==> config.mk <==
export PLATFORM = sky130hd
export DESIGN_NAME = byte_packer
export DESIGN_NICKNAME = d
export VERILOG_FILES = /design/src/rtl/byte_packer_pkg.sv /design/src/rtl/byte_packer.sv
export SDC_FILE = /design/constraint.sdc
export NUM_CORES = 1
export LEC_CHECK = 0
export BUFFER_PORTS_ARGS = -buffer_cell sky130_fd_sc_hd__buf_2
export CORE_MARGIN = 3
export CORE_UTILIZATION = 35
export DETAILED_ROUTE_END_ITERATION = 12
export PLACE_DENSITY = 0.61
export SLEW_MARGIN = 20
export SYNTH_ARGS = -nofsm -noshare
export SYNTH_HDL_FRONTEND = slang
export SYNTH_SLANG_ARGS = --single-unit
==> constraint.sdc <==
create_clock -name clk -period 2.7 [get_ports clk]
set_input_delay 0.135 -clock clk [delete_from_list [all_inputs] [get_ports clk]]
set_output_delay 0.135 -clock clk [all_outputs]
set_load 0.01 [all_outputs]
==> src/rtl/byte_packer_pkg.sv <==
// Shared constants and types for the byte packer.
// Lane index type is sized for the default lane count.
package byte_packer_pkg;

  localparam int BYTE_W      = 8;
  localparam int N_BYTES_DEF = 4;

  typedef logic [$clog2(N_BYTES_DEF)-1:0] lane_t;

endpackage

==> src/rtl/byte_packer.sv <==
// Packs a byte stream into N_BYTES-wide little-endian words.
// One byte per cycle, words complete on full lanes or packet end.
module byte_packer
  import byte_packer_pkg::*;
#(
  parameter int N_BYTES = N_BYTES_DEF
) (
  input  logic                        clk,
  input  logic                        rst,
  input  logic                        in_valid,
  output logic                        in_ready,
  input  logic [BYTE_W-1:0]           in_data,
  input  logic                        in_last,
  output logic                        out_valid,
  input  logic                        out_ready,
  output logic [BYTE_W*N_BYTES-1:0]   out_data,
  output logic [N_BYTES-1:0]          out_keep,
  output logic                        out_last
);

  localparam int DW = BYTE_W * N_BYTES;
  localparam int CW = $clog2(N_BYTES);
  localparam logic [CW-1:0] LAST_LANE = CW'(N_BYTES - 1);

  logic [CW-1:0]      cnt_q, cnt_d;
  logic [DW-1:0]      acc_q, acc_d;
  logic [N_BYTES-1:0] kacc_q, kacc_d;
  logic [DW-1:0]      od_q, od_d;
  logic [N_BYTES-1:0] ok_q, ok_d;
  logic               ol_q, ol_d;
  logic               ov_q, ov_d;

  logic [DW-1:0]      acc_m;
  logic [N_BYTES-1:0] keep_m;
  logic               accept;
  logic               done;

  // Ready only from output side so upstream never sees a loop.
  assign in_ready = !ov_q || out_ready;
  assign accept   = in_valid && in_ready;
  assign done     = accept && (cnt_q == LAST_LANE || in_last);

  always_comb begin
    acc_m  = acc_q;
    keep_m = kacc_q;
    acc_m[BYTE_W*int'(cnt_q) +: BYTE_W] = in_data;
    keep_m[cnt_q] = 1'b1;
  end

  always_comb begin
    cnt_d  = cnt_q;
    acc_d  = acc_q;
    kacc_d = kacc_q;
    od_d   = od_q;
    ok_d   = ok_q;
    ol_d   = ol_q;
    ov_d   = ov_q;
    if (done) begin
      od_d   = acc_m;
      ok_d   = keep_m;
      ol_d   = in_last;
      ov_d   = 1'b1;
      cnt_d  = '0;
      acc_d  = '0;
      kacc_d = '0;
    end else begin
      if (accept) begin
        cnt_d  = cnt_q + CW'(1);
        acc_d  = acc_m;
        kacc_d = keep_m;
      end
      if (ov_q && out_ready) begin
        ov_d = 1'b0;
      end
    end
  end

  always_ff @(posedge clk) begin
    if (rst) begin
      cnt_q  <= '0;
      acc_q  <= '0;
      kacc_q <= '0;
      od_q   <= '0;
      ok_q   <= '0;
      ol_q   <= 1'b0;
      ov_q   <= 1'b0;
    end else begin
      cnt_q  <= cnt_d;
      acc_q  <= acc_d;
      kacc_q <= kacc_d;
      od_q   <= od_d;
      ok_q   <= ok_d;
      ol_q   <= ol_d;
      ov_q   <= ov_d;
    end
  end

  assign out_valid = ov_q;
  assign out_data  = od_q;
  assign out_keep  = ok_q;
  assign out_last  = ol_q;

endmodule

### After elaboration in Yosys (flattened, before gate mapping)

Index checks and enable logic that the tools add are counted.

| word-level totals | value |
|---|---|
| register bits | 76 |
| bits of input ports | 13 |
| output and inout port bits | 39 |
| logic and storage cells | 29 |

| operators by class | value |
|---|---|
| add/subtract/negate cells | 2 |
| magnitude comparators | 2 |
| equality and inequality tests | 1 |
| shift-type cells | 2 |
| mux-type cells | 5 |
| bitwise operators | 1 |
| reduce and logical (&&, ||, !) cells | 9 |

Operators by type and width:

| kind | number |
|---|---|
| 5-bit negation with 33-bit output | 1 |
| 8-bit by 33-bit variable shift with 32-bit output (first input constant) | 1 |
| 8-bit by 33-bit indexed part select with 32-bit output | 1 |
| 32-bit bitwise mux | 1 |
| 1-bit logical AND | 4 |
| 4-bit OR | 1 |
| 2-bit by 3-bit less-than comparator with 1-bit output (second input constant) | 1 |
| 1-bit two-way mux | 3 |
| 2-bit by 1-bit adder with 2-bit output (second input constant) | 1 |
| 1-bit demux with 2-bit select | 1 |
| 2-bit equality test (second input constant) | 1 |
| 2-bit by 1-bit >= comparator with 1-bit output (second input constant) | 1 |
| 1-bit logical OR | 2 |
| 2-bit nonzero test | 1 |
| 2-bit OR reduction | 1 |
| 1-bit logical NOT | 1 |

### Logic depth before layout (Yosys ltp)

| logic depth | value |
|---|---|
| depth in word-level cells | 5 |
| gate-level depth with buffers | 7 |
| depth with buffers taken out | 5 |

### Least setup slack after synthesis

OpenSTA, ideal clock, no wires.

| timing path | value |
|---|---|
| path type | flip-flop to flip-flop |
| from | reg cnt_q[0] |
| to | reg od_q[6], in the netlist out_data[6] |
| library setup time | 0.079 ns |
| arrival time | 1.772 ns |
| required time | 2.621 ns |
| path slack | 0.848 ns |
| cell stages (with the launch flop) | 8 |
| buffers on the path | 2 |
| period minus slack after synthesis | 1.852 ns |
| path through | dfxtp_1 inv_1 ha_1 and4bb_1 buf_4 buf_4 a22oi_1 a211oi_2 |

| between the ends | value |
|---|---|
| longest elaborated chain between the ends | 3 |
| elaborated cells between the ends (all ways) | 7 |
| classes of those cells | add/sub: 1; eq/ne: 1; shift: 2; mux: 1; reduce/logical: 2 |

RTL lines:

| what | RTL line | text |
|---|---|---|
| start, declared | byte_packer.sv:25 | `logic [CW-1:0] cnt_q, cnt_d;` |
| start signal, assigned | byte_packer.sv:88 | `cnt_q <= cnt_d;` |
| 5-bit negation with 33-bit output or 2-bit equality test (tied branches) | byte_packer.sv:46, byte_packer.sv:41 |  |
| 8-bit by 33-bit indexed part select with 32-bit output, or another cell as far along | byte_packer.sv:46 | `acc_m[BYTE_W*int'(cnt_q) +: BYTE_W] = in_data;` |
| 32-bit bitwise mux or 1-bit logical AND (tied branches) | byte_packer.sv:46, byte_packer.sv:41 |  |
| end signal, assigned | byte_packer.sv:83 | `od_q <= '0;` |
| end signal, assigned | byte_packer.sv:91 | `od_q <= od_d;` |
| end, declared | byte_packer.sv:28 | `logic [DW-1:0] od_q, od_d;` |

Several ways; a longest one is shown, not always the timed one.
A chain may end at the register's enable or synchronous reset.

### Worst setup path after layout

| timing path | value |
|---|---|
| from | reg cnt_q[0] |
| to | reg od_q[2], in the netlist out_data[2] |

Same word-level chain as after synthesis.

==> run metrics <==
placed cell area=4080 um^2; row count=37; Synth Area in Compound Gates=33.3%; Power, Total=2.52 mW; Detailed Place HPWL=7.17 mm; r2r endpoint=out_data[2]; worst skew pair latency=0.36 ns; cells after synthesis=414; Clock Power Share=37.2%; vias per cell=6.05; Post-Syn Nets=435; RSZ-0062 raised after global routing=no; status=completed; final core occ=40.8%; Worst EP arrival=2.65 ns; nets=454; post_cts resized=0; core box area=10500 um^2; CP Capture Type=flip-flop; CTS tree=yes; CTS Buf Count=9; Placer Congestion=0.835; Psw=0.708 mW; Post-DRT Antenna Nets=0; diode count=0; YS warnings=0; Net Sw Frac=28.1%; fraction of synthesized area in multiplexers=0%; Yosys top cell area share=39.5%; Worst Tran Pin Value=0.705 ns; synth unique cells=41; initial DRC count=322; top post-synthesis cells by area=dfxtp_1, a31oi_1, a211oi_2, nand4_1, o31ai_1; Mapped Area=3850 um^2; routed vias=3469; grt ovf=0; HP Class=in -> reg; Rel. slew slack=52.9%; cts hold-fix bufs=0; Setup Buffers After CTS=0; Final Max Tran Viols=0; Max-cap violations=0; GRT Total Usage=17.8%; R2R setup slack=0.34 ns; Synth area leader=dfxtp_1; Die ar.=12300 um^2; area grow syn2layout=11.2%; Mapped Avg Cell Area=9.30 um^2; Final Hold Fails=0; clk sinks=76; Synth Area in Adders=2.60%; setup TNS=0 ns; Max VDD drop=0.301 mV; minimum clock period=2.36 ns; Hold Crit Endpoint=out_last; Reg clk slew, reported paths=0.08 ns; H-tree level count=3; initial core utilization=36.6%; sequential power share=47.5%; Setup WS post-layout=0.336 ns; I/O Pins=52; Final Setup Violations=0; HP Start=in_last; Clock Skew=0.00765 ns; worst hold path depth=3; Worst R2R Start=cnt_q[0]; main combinational cell family by area after synthesis=compound AO/OA/AOI/OAI gates; post-synthesis simple-gate area fraction=14.7%; worst path required time=2.98 ns; ys flop type=dfxtp_1; EDFF count, synth=0; Tcrit/Tclk final=87.6%; DIE WIDTH=111 um; combinational share of power=15.3%; number of detailed-route iterations in the first pass=5; vias in the first global route=3336; die height=111 um; Routed WL per cell=19.3 um; r2r worst-path depth=5; Synth Register Bits=76; first-pass GRT wire length=17.7 mm; largest net degree at the start of global routing=42; fmax=0.423 GHz; WS Path Type=reg -> reg; fin area=4280 um^2; antenna violations before repair=0; Post-Synth XOR/XNOR Area=0%; Buffers on Ports=51; leakage power=1.45 nW; DRC=0; Pwr Density=587 nW/um^2; sequential cell area fraction in the yosys report=39.5%; maximum net fanout on the critical path=16; final WL=11.1 mm; Pint=1.81 mW; async set-reset flop share out of synthesis=0%; Root Buffer=clkbuf_8; Bufs on Longest Clock Path=2; Place WS=0.404 ns; share of layout cells above drive strength 1=26.8%; CP Launch Type=flip-flop
-- power groups by stage --
stage | logic, mW | registers (mW) | clock network [mW]
global placement | 0.377 | 1.22 | 0
global route | 0.419 | 1.20 | 1.01
floorplan | 0.267 | 1.23 | 0
detailed placement | 0.384 | 1.22 | 0
CTS | 0.384 | 1.19 | 0.958
finish | 0.385 | 1.19 | 0.935
-- metrics by stage --
| step | std cells | hold slack, ns |
|---|---|---|
| after global placement | 558 | 0.428 |
| after global routing | 573 | 0.0567 |
| after detailed placement | 558 | 0.431 |
| after floorplan | 414 | 0.283 |
| after CTS | 573 | 0.0395 |
| final | 573 | 0.0516 |
-- worst max path at each step --
| stage | startpoint | end | slack, ns |
|---|---|---|---|
| final | cnt_q[0] | out_data[2] | 0.34 |
| after global routing | cnt_q[0] | out_data[2] | 0.15 |
| after CTS | cnt_q[0] | out_data[3] | 0.39 |
| after floorplan | cnt_q[0] | out_data[6] | 0.85 |
| after detailed placement | cnt_q[0] | out_data[7] | 0.40 |
| after global placement | cnt_q[0] | out_data[5] | 0.53 |
-- cells by family after synthesis --
kind of cell,Yosys count
AOI/OAI and AO/OA,162
and+or+nand+nor,93
adders and majority gates,8
DFF,76
buffers and inverters,75
-- area by class of cell --
| cell class | count | area [um^2] |
|---|---|---|
| Inverter | 16 | 62.6 |
| Sequential cell | 76 | 1520 |
| Clock inverter | 5 | 77.6 |
| Fill cell | 1059 | 6230 |
| Tap cell | 136 | 170 |
| Multi-Input combinational cell | 263 | 1950 |
| Clock buffer | 10 | 128 |
| Timing Repair Buffer | 67 | 375 |
-- synth_stat cells (2+ instances only) --
cell type	instances
nor2_1	8
clkbuf_1	25
inv_1	14
o31ai_1	25
a21oi_1	28
ha_1	8
o21a_1	9
nor2b_1	2
a31oi_1	46
nand4_1	32
nor4b_1	8
a22oi_1	14
nand2_1	10
dfxtp_1	76
buf_4	7
nand3_1	13
a311oi_2	12
nand2b_1	8
buf_2	15
buf_1	4
buf_6	7
and3_1	2
a311oi_1	6
a211oi_2	17
o21ai_0	2
-- state kept, by name (all words and copies together), names as in the netlist --
register   cells
acc_q         32
out_data      32
kacc_q         4
out_keep       4
cnt_q          2
out_last       1
out_valid      1
-- cell usage in the layout (no fill, tap or decap), types with 2 or more instances in the layout --
cell / instances
clkbuf_8: 9
clkinv_2: 2
buf_4: 16
o31ai_1: 25
dfxtp_1: 76
nand2_1: 10
nor2_1: 8
buf_2: 51
nor2b_1: 2
nor4b_1: 8
a31oi_1: 46
bufinv_16: 2
ha_1: 8
nand2b_1: 8
o21ai_0: 2
a311oi_2: 12
a22oi_1: 14
nand3_1: 13
nand4_1: 32
a21oi_1: 28
inv_1: 14
a211oi_2: 17
a311oi_1: 6
o21a_1: 9
-- metal layers --
layer	global-route usage, %	share of wire, %
met5	0	0
met4	4.76	1.0
met3	5.02	7.4
met2	27.2	46
met1	24.6	46
-- worst max-delay path, cell delays in order, from the launching register on --
cell	delay, ns
dfxtp_1	0.56
inv_1	0.18
ha_1	0.42
and4bb_1	0.71
a22oi_1	0.17
a211oi_2	0.24
(Power assumes the default switching activity.)
